--- config.mk ---
export PLATFORM = sky130hd
export DESIGN_NAME = seg_scan_mux
export DESIGN_NICKNAME = d
export VERILOG_FILES = /design/src/rtl/seg_disp_pkg.sv /design/src/rtl/seg_hex_font.sv /design/src/rtl/seg_scan_mux.sv
export SDC_FILE = /design/constraint.sdc
export NUM_CORES = 1
export LEC_CHECK = 0
export CAP_MARGIN = 10
export CORE_MARGIN = 2
export CORE_UTILIZATION = 57
export DETAILED_ROUTE_END_ITERATION = 12
export GPL_TIMING_DRIVEN = 0
export MAX_ROUTING_LAYER = met4
export PLACE_DENSITY_LB_ADDON = 0.12
export SLEW_MARGIN = 20
export SYNTH_ARGS = -nofsm -noshare
export SYNTH_HDL_FRONTEND = slang
export SYNTH_HIERARCHICAL = 1
export SYNTH_SLANG_ARGS = --single-unit
--- constraint.sdc ---
create_clock -name clk_i -period 5.89 [get_ports clk_i]
set_input_delay 0.8835 -clock clk_i [delete_from_list [all_inputs] [get_ports clk_i]]
set_output_delay 0.8835 -clock clk_i [all_outputs]
set_load 0.005 [all_outputs]
--- src/rtl/seg_disp_pkg.sv ---
// rtl/seg_disp_pkg.sv - shared font table, blank pattern and scan FSM encoding for the 7-segment driver
package seg_disp_pkg;

  // Scan slot phases: all-off gap, then the selected digit lit
  typedef enum logic {
    BLANK = 1'b0,
    SHOW  = 1'b1
  } seg_state_e;

  // Active-low segment byte with every segment and the dp dark
  localparam logic [7:0] SEG_OFF = 8'hFF;

  // Active-low hex font, bit 7 (dp) held off, bits [6:0] = g..a
  localparam logic [7:0] SEG_FONT [0:15] = '{
    8'hC0, 8'hF9, 8'hA4, 8'hB0, 8'h99, 8'h92, 8'h82, 8'hF8,
    8'h80, 8'h90, 8'h88, 8'h83, 8'hC6, 8'hA1, 8'h86, 8'h8E
  };

  function automatic logic [6:0] font_lookup(input logic [3:0] value);
    logic [7:0] glyph;
    glyph = SEG_FONT[value];
    return glyph[6:0];
  endfunction

endpackage

--- src/rtl/seg_hex_font.sv ---
// rtl/seg_hex_font.sv - combinational 4-bit hex value to active-low g..a segment pattern
module seg_hex_font
  import seg_disp_pkg::*;
(
  input  logic [3:0] value_i,
  output logic [6:0] seg_n_o
);

  assign seg_n_o = font_lookup(value_i);

endmodule

--- src/rtl/seg_scan_mux.sv ---
// rtl/seg_scan_mux.sv - time-multiplexed N-digit common-anode 7-segment scanner; SEG_DIM_EN adds PWM brightness
module seg_scan_mux
  import seg_disp_pkg::*;
#(
  parameter int NUM_DIGITS   = 4,
  parameter int REFRESH_DIV  = 50000,
  parameter int BLANK_CYCLES = 16,
  parameter int LZ_BLANK     = 1
) (
  input  logic                      clk_i,
  input  logic                      rst_i,
  input  logic [4*NUM_DIGITS-1:0]   digits_i,
  input  logic [NUM_DIGITS-1:0]     dp_i,
`ifdef SEG_DIM_EN
  input  logic [3:0]                bright_i,
`endif
  output logic [7:0]                seg_o,
  output logic [NUM_DIGITS-1:0]     enable_o
);

  localparam int CNT_W = $clog2(REFRESH_DIV);
  localparam int IDX_W = (NUM_DIGITS > 1) ? $clog2(NUM_DIGITS) : 1;

  localparam logic [CNT_W-1:0] CNT_LAST = CNT_W'(REFRESH_DIV - 1);
  localparam logic [IDX_W-1:0] IDX_LAST = IDX_W'(NUM_DIGITS - 1);

  logic [CNT_W-1:0]      cnt_q, cnt_d;
  logic [IDX_W-1:0]      idx_q, idx_d;
  seg_state_e            state_q, state_d;
  logic [7:0]            seg_q;
  logic [NUM_DIGITS-1:0] enable_q;

  logic                  wrap;
  logic                  load;
  logic                  lit;

  logic [NUM_DIGITS-1:0] lz_mask;
  logic                  zero_run;
  logic [3:0]            sel_digit;
  logic                  sel_dp;
  logic                  sel_lz;
  logic [NUM_DIGITS-1:0] en_n;
  logic [6:0]            font_seg;
  logic [7:0]            show_seg;

  // Slot counter, digit index and next phase; load marks the edge that opens a lit slot
  always_comb begin
    wrap    = (cnt_q == CNT_LAST);
    cnt_d   = wrap ? '0 : cnt_q + 1'b1;
    idx_d   = idx_q;
    if (wrap) begin
      idx_d = (idx_q == IDX_LAST) ? '0 : idx_q + 1'b1;
    end
    state_d = (int'(cnt_d) < BLANK_CYCLES) ? BLANK : SHOW;
    load    = (state_d == SHOW) && ((state_q == BLANK) || wrap);
  end

  // Leading-zero mask: digit d>0 dark when it and every higher digit is zero
  always_comb begin
    lz_mask  = '0;
    zero_run = 1'b1;
    for (int d = NUM_DIGITS - 1; d >= 1; d--) begin
      zero_run   = zero_run & (digits_i[4*d +: 4] == 4'h0);
      lz_mask[d] = zero_run & (LZ_BLANK != 0);
    end
  end

  // Pick value, dp and blanking of the digit entering the next slot, plus its anode pattern
  always_comb begin
    sel_digit = 4'h0;
    sel_dp    = 1'b0;
    sel_lz    = 1'b0;
    en_n      = '1;
    for (int d = 0; d < NUM_DIGITS; d++) begin
      if (idx_d == IDX_W'(d)) begin
        sel_digit = digits_i[4*d +: 4];
        sel_dp    = dp_i[d];
        sel_lz    = lz_mask[d];
        en_n[d]   = 1'b0;
      end
    end
  end

  seg_hex_font u_font (
    .value_i (sel_digit),
    .seg_n_o (font_seg)
  );

  assign show_seg = {~sel_dp, sel_lz ? 7'h7F : font_seg};

`ifdef SEG_DIM_EN
  logic [3:0] pwm_q;
  logic [3:0] pwm_d;
  logic [3:0] bright_q;
  logic [3:0] bright_d;

  // Brightness is frozen with the digit snapshot; the anode is gated by the free-running PWM phase
  always_comb begin
    pwm_d    = pwm_q + 4'd1;
    bright_d = load ? bright_i : bright_q;
    lit      = (pwm_d <= bright_d);
  end

  // Free-running PWM counter and captured brightness
  always_ff @(posedge clk_i) begin
    if (rst_i) begin
      pwm_q    <= 4'd0;
      bright_q <= 4'd0;
    end else begin
      pwm_q    <= pwm_d;
      bright_q <= bright_d;
    end
  end
`else
  assign lit = 1'b1;
`endif

  // Scan FSM with registered pins; SEG is captured only when a lit slot opens
  always_ff @(posedge clk_i) begin
    if (rst_i) begin
      cnt_q    <= '0;
      idx_q    <= '0;
      state_q  <= BLANK;
      seg_q    <= SEG_OFF;
      enable_q <= '1;
    end else begin
      cnt_q   <= cnt_d;
      idx_q   <= idx_d;
      state_q <= state_d;
      case (state_d)
        BLANK: begin
          seg_q    <= SEG_OFF;
          enable_q <= '1;
        end
        SHOW: begin
          if (load) begin
            seg_q <= show_seg;
          end
          enable_q <= lit ? en_n : '1;
        end
        default: begin
          seg_q    <= SEG_OFF;
          enable_q <= '1;
        end
      endcase
    end
  end

  assign seg_o    = seg_q;
  assign enable_o = enable_q;

endmodule
==> flow_metrics.py, run 1 <==
metrics = {
    "route": {
        "post_drt_wl_per_cell_um": 14.4,
        "vias": 1787,
        "wl_um": 4490,
        "drc": 0,
        "firstDrtPassIters": 4,
        "drt_iter0_markers": 150,
        "postRouteAntennaNets": 0,
        "via_per_inst": 5.71,
    },
    "setup_path": {
        "end_kind": "flip-flop",
        "criticalPathCategory": "flip-flop to flip-flop",
        "critPathRequiredTime_ns": 6.09,
        "crit_path_max_fanout": 10,
        "startpoint_type": "flip-flop",
        "reg2reg_to": "seg_o[3]",
        "arrival_ns": 3.94,
        "path_cells": "ha_1 -> and3_1 -> nand4_4 -> or3_1 -> nand2_1 -> buf_4 -> a211oi_1 -> a21oi_1 -> inv_1 -> ha_1 -> inv_1 -> mux4_1 -> mux2i_1 -> nand4_1",
        "reg2reg_setup_slack_ns": 2.15,
        "r2r_cells": 14,
        "rr_startpoint": "cnt_q[0]",
        "critPathMaxStageDelay_ns": 0.49,
        "slowest_stage": "mux4_1",
    },
    "clock_tree": {
        "cts_resized": 0,
        "cts_tree": "built",
        "clkTransAtPathRegs_ns": 0.09,
        "max-clock-path-buffers": 2,
        "cts.sinks": 31,
        "postCtsHoldBufs": 0,
        "root_buffer": "clkbuf_4",
        "cts_made_buffers": 5,
        "post_cts_buffers": 0,
        "cts_max_level": 2,
        "clk-insertion-delay-late_ns": 0.33,
    },
    "layout": {
        "drive_gt1_share_pct": 10.5,
        "fin_nets": 298,
        "diodes": 0,
        "n_fill_cell": 297,
        "syn_to_final_growth_pct": 21.4,
        "layout_commonest_cell": "clkdlybuf4s50_1",
        "multi_input_area_um2": 1290,
        "ff_latch_area_um2": 621,
        "stdcell_area_um2": 2460,
        "final_cell_mix": "clkdlybuf4s50_1, dfxtp_1, nor2_1, mux2i_1",
        "fin_cells": 313,
    },
    "synth": {
        "yosysTopAreaCell": "dfxtp_1",
        "yosysSeqAreaShare_pct": 30.7,
        "synth_top_cell_area_share_pct": 30.7,
        "ys_types": 54,
        "synth_nets": 259,
        "synthTopCellsByArea": "dfxtp_1, mux2i_1, ha_1",
        "async_flop_share_pct": 0,
        "yosys_warnings": 6,
        "synth_flop_cell": "dfxtp_1",
        "synth_cells": 228,
        "syn_area_um2": 2020,
        "postSynthAreaPerCell_um2": 8.88,
        "ys_ff_latch": 31,
        "synth_edf_count": 0,
    },
    "grt": {
        "grt_pass1_wl_um": 7730,
        "grt_max_degree": 11,
        "grt_usage_pct": 25.0,
        "gr-total-overflow": 0,
        "grt_pass1_vias": 1678,
        "grt_antenna_before_repair": 0,
    },
    "sta": {
        "fin_crit_sh_pct": 63.4,
        "finalSetupViolCount": 0,
        "period_needed_ns": 3.74,
        "slew_violations": 0,
        "finalSetupTns_ns": 0,
        "hold_slack_ns": 0.501,
        "skew_ns": 0.00593,
        "fmax_mhz": 268,
        "slew_headroom_pct": 54.7,
        "worst_pin_slew_ns": 0.673,
        "grt_setup_unrepaired": "false",
        "final_hold_viol_count": 0,
    },
    "power_and_ir_drop": {
        "seqPwrFrac_pct": 55.5,
        "internal_power_mw": 0.292,
        "sw_frac_of_total_pct": 24.1,
        "ir_drop_mv": 0.154,
        "power.net_switching_mw": 0.0928,
        "power_leakage_nw": 1.03,
        "combPwrFrac_pct": 12.3,
        "clockPowerShare_pct": 32.3,
        "power.density_nw_per_um2": 157,
    },
    "die": {
        "die_w_um": 63.6,
        "dieArea_um2": 4040,
        "io_pins": 34,
        "num_rows": 21,
        "die_h_um": 63.6,
        "start_util_pct": 60.2,
        "coreArea_um2": 3360,
    },
    "placement": {
        "portBuffers": 32,
        "dp.cells": 306,
        "dpl_cell_area_um2": 2400,
        "dp_hpwl_um": 3450,
        "gp_congestion": 0.910,
    },
    "worst_hold_path": {
        "min_path_cells": 1,
        "hp-start": "cnt_q[0]",
        "holdPathEnd": "cnt_q[0]",
        "hp-class": "flip-flop to flip-flop",
    },
    "run_status": {
        "run_status": "complete, no violations",
    },
    "flow_run": {
        "max_cap_violations": 0,
    },
}
## per-stage QoR
step / total power, mW / utilization (%) / setup WS [ns]
2_1_floorplan: 0.244 / - / 2.60
3_3_place_gp: 0.265 / 71.4 / 2.15
3_5_place_dp: 0.266 / 71.4 / 2.14
4_1_cts: 0.388 / 73.1 / 2.12
5_1_grt: 0.408 / 73.1 / 1.72
6_report: 0.385 / 73.1 / 2.15
## worst max-delay path, delay by kind of cell, from the launching register on
| kind | cells | cell delay (ns) |
|---|---|---|
| adder cells (fa/ha/maj) | 2 | 0.58 |
| AND/OR/NAND/NOR | 5 | 1.05 |
| flip-flops | 1 | 0.42 |
| AO/OA/AOI/OAI | 2 | 0.48 |
| buffers and inverters | 3 | 0.43 |
| multiplexers | 2 | 0.64 |
## flip-flops by register name, indices dropped and copies added, names as in the netlist
| signal | count |
|---|---|
| cnt_q | 16 |
| enable_o | 4 |
| idx_q | 2 |
| seg_o | 8 |
| state_q | 1 |
## cell families (layout without fill, tap and decap cells)
family	count (synthesis)	count (layout)	synth area share, %
compound gates	37	37	12.5
xor+xnor	17	17	7.36
fa+ha+maj	9	9	5.56
buf+inv	19	58	5.56
flops	31	31	30.7
mux	19	19	10.9
simple gates	96	96	27.4
## worst max path at each step
stage	slack, ns	end	cells past startpoint	startpoint
finish	2.15	seg_o[3]	14	cnt_q[0]
global route	1.72	seg_o[3]	14	cnt_q[0]
CTS	2.12	seg_o[3]	14	cnt_q[0]
detailed placement	2.14	seg_o[3]	14	cnt_q[0]
global placement	2.15	seg_o[3]	14	cnt_q[0]
floorplan	2.60	seg_o[3]	14	cnt_q[0]
## layout make-up
cell class                 instances  area share (%)
multi-input combinational        178            52.5
sequential                        31            25.2
timing repair buffer              32            13.0
buffer                            14            3.82
tap                               46            2.34
clock buffer                       6            2.09
inverter                           5           0.763
clock inverter                     1           0.204
## cells in the mapped netlist, types with 2 or more instances
master    instances
clkbuf_1          5
ha_1              9
dfxtp_1          31
a22o_1            2
buf_2             3
nand4b_1          2
xor2_1            8
a31oi_1           2
buf_6             2
nor2_1           28
a31o_2            2
and3_1            5
a21o_1            2
or3_1             2
inv_1             5
a211oi_1          5
nand3_1           9
a21oi_1          10
mux2i_1          16
nor3_1            4
nor4_1            5
nand2_1          11
and2_1            2
buf_4             3
xnor2_1           9
nand4_1          11
o21ai_0           5
nor2b_1           4
## power by group through the flow
stage               Clock [mW]  Sequential [mW]  Combinational, mW
finish                   0.124            0.214             0.0473
global route             0.142            0.214             0.0522
CTS                      0.127            0.214             0.0473
detailed placement           0            0.218             0.0472
global placement             0            0.218             0.0461
floorplan                    0            0.218             0.0263
## metal layers
layer / track usage [%] / vias up / share of wire, %
li1: - / 913 / -
met1: 33.9 / 832 / 48
met2: 36.6 / 37 / 47
met3: 6.79 / 5 / 4.0
met4: 7.07 / 0 / 1.0
met5: - / - / 0
Note: power is estimated with default switching activity, not from simulation.
==> run 2: changes to the inputs <==
--- a/config.mk
+++ b/config.mk
@@ -7,7 +7,7 @@
 export LEC_CHECK = 0
 export CAP_MARGIN = 10
 export CORE_MARGIN = 2
-export CORE_UTILIZATION = 57
+export CORE_UTILIZATION = 48
 export DETAILED_ROUTE_END_ITERATION = 12
 export GPL_TIMING_DRIVEN = 0
 export MAX_ROUTING_LAYER = met4
==> constraint.sdc (replaced) <==
create_clock -name clk_i -period 3.1 [get_ports clk_i]
set_input_delay 0.465 -clock clk_i [delete_from_list [all_inputs] [get_ports clk_i]]
set_output_delay 0.465 -clock clk_i [all_outputs]
set_load 0.005 [all_outputs]
==> flow_metrics.py, run 2 (same netlist as run 1, synthesis figures left out) <==
metrics = {
    "route": {
        "drt_iter0_markers": 101,
        "wl_um": 4880,
        "via_per_inst": 5.56,
        "drc": 0,
        "postRouteAntennaNets": 0,
        "vias": 1873,
        "firstDrtPassIters": 5,
        "post_drt_wl_per_cell_um": 14.5,
    },
    "clock_tree": {
        "cts.sinks": 31,
        "clkTransAtPathRegs_ns": 0.06,
        "cts_tree": "built",
        "cts_made_buffers": 5,
        "postCtsHoldBufs": 0,
        "clk-insertion-delay-late_ns": 0.29,
        "cts_max_level": 2,
        "root_buffer": "clkbuf_8",
        "max-clock-path-buffers": 2,
    },
    "worst_hold_path": {
        "hp-start": "cnt_q[0]",
        "hp-class": "flip-flop to flip-flop",
        "min_path_cells": 1,
        "holdPathEnd": "cnt_q[0]",
    },
    "setup_path": {
        "arrival_ns": 3.19,
        "criticalPathCategory": "flip-flop to flip-flop",
        "startpoint_type": "flip-flop",
        "end_kind": "flip-flop",
        "crit_path_max_fanout": 5,
        "critPathRequiredTime_ns": 3.32,
        "reg2reg_to": "seg_o[0]",
        "reg2reg_setup_slack_ns": 0.13,
        "r2r_cells": 15,
        "rr_startpoint": "cnt_q[0]",
    },
    "power_and_ir_drop": {
        "clockPowerShare_pct": 40.4,
        "power_leakage_nw": 1.14,
        "ir_drop_mv": 0.326,
        "sw_frac_of_total_pct": 23.1,
        "power.density_nw_per_um2": 311,
        "power.net_switching_mw": 0.199,
        "seqPwrFrac_pct": 46.9,
        "combPwrFrac_pct": 12.7,
        "internal_power_mw": 0.665,
        "power.total_mw": 0.864,
    },
    "layout": {
        "syn_to_final_growth_pct": 37.3,
        "fin_nets": 317,
        "layout_commonest_cell": "clkdlybuf4s50_1",
        "largest_reg_flops": 16,
        "drive_gt1_share_pct": 25.8,
        "diodes": 0,
        "max_flop_register": "cnt_q",
        "final_cell_mix": "clkdlybuf4s50_1, nor2_1, dfxtp_1, buf_4, mux2i_1",
    },
    "die": {
        "coreArea_um2": 4030,
        "start_util_pct": 50.2,
        "die_w_um": 68.9,
        "dieArea_um2": 4750,
        "num_rows": 23,
        "io_pins": 34,
        "die_h_um": 68.9,
    },
    "grt": {
        "grt_pass1_vias": 1469,
        "gr-total-overflow": 0,
        "grt_antenna_before_repair": 0,
        "grt_usage_pct": 20.9,
        "grt_max_degree": 11,
        "groute.layer.met1.usage_pct": 28.2,
        "use_met3_pct": 6.33,
        "grt-busiest-layer": "met2",
        "grt_pass1_wl_um": 7010,
        "met2_usage_pct": 29.8,
    },
    "sta": {
        "fin_crit_sh_pct": 95.8,
        "hold_slack_ns": 0.449,
        "worst_pin_slew_ns": 0.592,
        "fmax_mhz": 337,
        "finalSetupViolCount": 0,
        "slew_violations": 0,
        "skew_ns": 0.00337,
        "period_needed_ns": 2.97,
        "slew_headroom_pct": 60.2,
        "final_hold_viol_count": 0,
    },
    "placement": {
        "portBuffers": 32,
        "dp_hpwl_um": 3330,
        "gp_congestion": 0.778,
    },
    "flow_run": {
        "max_cap_violations": 0,
    },
    "run_status": {
        "run_status": "complete, no violations",
    },
}
run 2: layout make-up:
cell class / count / area (µm²)
Inverter: 5 / 18.8
Clock buffer: 8 / 100
Multi-Input combinational cell: 178 / 1370
Timing Repair Buffer: 53 / 500
Fill cell: 318 / 1250
Sequential cell: 31 / 639
Tap cell: 50 / 62.6
Buffer: 12 / 87.6
run 2: how the worst max path moves through the flow:
stage	slack, ns	endpoint	cells past startpoint	startpoint
4_1_cts	0.007	seg_o[3]	14	cnt_q[8]
2_1_floorplan	0.005	seg_o[3]	14	cnt_q[0]
3_5_place_dp	-0.36	seg_o[3]	14	cnt_q[0]
3_3_place_gp	-0.33	seg_o[3]	14	cnt_q[0]
6_report	0.13	seg_o[0]	15	cnt_q[0]
5_1_grt	-0.02	seg_o[3]	11	cnt_q[10]
run 2: metal layers:
metal  vias up  share of wire [%]
li1        953                  -
met5         -                  0
met2        42                 47
met4         0                1.1
met1       872                 48
met3         6                4.2
run 2: power groups by stage:
stage | Combinational (mW) | Sequential, mW | Clock (mW)
4_1_cts | 0.0935 | 0.408 | 0.356
5_1_grt | 0.120 | 0.405 | 0.380
3_5_place_dp | 0.0898 | 0.415 | 0
2_1_floorplan | 0.0509 | 0.414 | 0
6_report | 0.110 | 0.405 | 0.350
3_3_place_gp | 0.0891 | 0.415 | 0
run 2: through the flow:
stage | TNS (ns) | instances | util [%] | worst slack, ns | cell area [µm²]
after detailed placement | -1.06 | 310 | 60.1 | -0.362 | 2420
after global routing | -0.0590 | 337 | 69.0 | -0.0227 | 2780
after floorplan | 0 | 228 | - | 0.00546 | 2040
after global placement | -0.865 | 310 | 60.1 | -0.331 | 2420
after CTS | 0 | 323 | 64.1 | 0.00733 | 2580
final | 0 | 337 | 69.0 | 0.131 | 2780
run 2: critical path, cell delays in order (launching register included):
cell and delay [ns]:
dfxtp_4 0.37, ha_4 0.15, and3_4 0.20, nand4_4 0.16, or3_4 0.43, nand2_4 0.07, buf_6 0.12, a211oi_2 0.04
a21oi_2 0.17, buf_6 0.14, ha_2 0.19, and2b_2 0.22, or3b_1 0.36, o21ai_0 0.08, mux2i_1 0.10, nand4_1 0.10
run 2: timing repair:
| item | 4_1_cts | 5_1_grt |
|---|---|---|
| resized for setup | 7 | 30 |
| endpoints found under the hold margin | 0 | 0 |
| pin swaps | 2 | 9 |
| setup endpoints to repair | 5 | 6 |
| setup buffers | 5 | 14 |
| gates cloned | 0 | 2 |
==> run 3: changes to the inputs <==
--- a/config.mk
+++ b/config.mk
@@ -12,6 +12,7 @@
 export GPL_TIMING_DRIVEN = 0
 export MAX_ROUTING_LAYER = met4
 export PLACE_DENSITY_LB_ADDON = 0.12
+export SKIP_CTS_REPAIR_TIMING = 1
 export SLEW_MARGIN = 20
 export SYNTH_ARGS = -nofsm -noshare
 export SYNTH_HDL_FRONTEND = slang
==> flow_metrics.py, run 3 (same netlist as run 1, synthesis figures left out) <==
metrics = {
    "run_status": {
        "run_status": "finished with violations",
        "violations": "setup timing",
    },
    "placement": {
        "gp_congestion": 0.778,
        "dp_hpwl_um": 3330,
        "portBuffers": 32,
        "dpl_cell_area_um2": 2420,
        "dpl_worst_slack_ns": -0.362,
    },
    "clock_tree": {
        "max-clock-path-buffers": 2,
        "clkTransAtPathRegs_ns": 0.06,
        "clk-insertion-delay-late_ns": 0.28,
        "cts_made_buffers": 5,
        "cts_tree": "built",
        "cts.sinks": 31,
        "root_buffer": "clkbuf_8",
        "cts_max_level": 2,
    },
    "worst_hold_path": {
        "hp-class": "flip-flop to flip-flop",
    },
    "setup_path": {
        "slowest_stage": "dfxtp_1",
        "path_buf_inv": 3,
        "end_kind": "flip-flop",
        "crit_top_cell": "inv_2",
        "crit_path_max_fanout": 8,
        "critPathMaxStageDelay_ns": 0.44,
        "critPathRequiredTime_ns": 3.25,
        "critPathTopFamily": "simple AND/OR/NAND/NOR gates",
        "startpoint_type": "flip-flop",
        "path_cells": "and4b_1 -> nand4_4 -> or3_4 -> nand2_4 -> buf_6 -> a211oi_1 -> a21oi_2 -> inv_2 -> ha_4 -> inv_2 -> mux4_2 -> mux2i_1 -> nand4_1",
        "criticalPathCategory": "flip-flop to flip-flop",
        "arrival_ns": 3.25,
    },
    "die": {
        "coreArea_um2": 4030,
        "die_h_um": 68.9,
        "dieArea_um2": 4750,
        "die_w_um": 68.9,
        "start_util_pct": 50.2,
        "num_rows": 23,
        "io_pins": 34,
    },
    "grt": {
        "grt_antenna_before_repair": 0,
        "grt_pass1_wl_um": 6870,
        "gr-total-overflow": 0,
        "grt_usage_pct": 20.5,
        "grt_max_degree": 11,
        "grt_pass1_vias": 1448,
    },
    "sta": {
        "skew_ns": 0.00394,
        "final_hold_viol_count": 0,
        "grt_setup_unrepaired": "true",
        "fin_ws_ns": -0.00349,
        "finalSetupViolCount": 1,
        "slew_violations": 0,
        "period_needed_ns": 3.10,
        "slew_headroom_pct": 60.1,
        "worst_pin_slew_ns": 0.594,
        "fmax_mhz": 322,
        "fin_crit_sh_pct": 100,
    },
    "power_and_ir_drop": {
        "combPwrFrac_pct": 12.2,
        "power.density_nw_per_um2": 315,
        "internal_power_mw": 0.662,
        "clockPowerShare_pct": 40.6,
        "power.net_switching_mw": 0.198,
        "power_leakage_nw": 1.13,
        "sw_frac_of_total_pct": 23.0,
        "seqPwrFrac_pct": 47.2,
        "ir_drop_mv": 0.342,
    },
    "layout": {
        "stdcell_area_um2": 2730,
        "final_cell_mix": "clkdlybuf4s50_1, nor2_1, dfxtp_1, mux2i_1, buf_4",
        "max_flop_register": "cnt_q",
        "largest_reg_flops": 16,
        "drive_gt1_share_pct": 23.2,
        "syn_to_final_growth_pct": 34.9,
        "diodes": 0,
        "final_util_pct": 67.8,
        "n_fill_cell": 333,
        "layout_commonest_cell": "clkdlybuf4s50_1",
        "fin_nets": 314,
    },
    "route": {
        "vias": 1835,
        "wl_met3_um": 164,
        "wl_um": 4740,
        "via_per_inst": 5.49,
        "postRouteAntennaNets": 0,
        "firstDrtPassIters": 4,
        "drt_iter0_markers": 101,
        "post_drt_wl_per_cell_um": 14.2,
        "met2_length_um": 2190,
        "drc": 0,
        "dr.max_layer_used": "met4",
        "wl_met1_um": 2330,
    },
    "flow_run": {
        "max_cap_violations": 0,
    },
}
-- run 3: power groups by stage --
stage	clock network, mW	registers [mW]	logic (mW)
finish	0.349	0.406	0.105
global route	0.378	0.406	0.115
CTS	0.356	0.406	0.0902
detailed placement	0	0.415	0.0898
global placement	0	0.415	0.0891
floorplan	0	0.414	0.0509
-- run 3: final timing paths --
| check | from | end | slack (ns) | cells after the start |
|---|---|---|---|---|
| max | cnt_q[6] | seg_o[3] | -0.003 | 13 |
| min | cnt_q[0] | cnt_q[0] | 0.44 | 1 |
| max reg2reg | cnt_q[6] | seg_o[3] | -0.003 | 13 |
| min reg2reg | cnt_q[0] | cnt_q[0] | 0.44 | 1 |
-- run 3: stage by stage --
| stage | hold slack [ns] | TNS [ns] | power [mW] | instances |
|---|---|---|---|---|
| floorplan | 0.455 | 0 | 0.465 | 228 |
| global placement | 0.482 | -0.865 | 0.504 | 310 |
| detailed placement | 0.492 | -1.06 | 0.505 | 310 |
| CTS | 0.507 | -1.15 | 0.853 | 318 |
| global route | 0.461 | -0.605 | 0.900 | 334 |
| finish | 0.444 | -0.00349 | 0.860 | 334 |
-- run 3: layout make-up --
class	instances	area (µm²)	share of cell area, %
buffer	13	96.3	3.53
inverter	5	18.8	0.687
clock buffer	8	100	3.67
sequential	31	638	23.4
timing repair buffer	49	455	16.7
tap	50	62.6	2.29
multi-input combinational	178	1360	49.8
-- run 3: per-layer routing --
layer | global-route usage [%] | vias to the layer above
li1 | - | 948
met2 | 28.7 | 28
met1 | 27.8 | 853
met4 | 6.86 | 0
met5 | - | -
met3 | 6.66 | 6
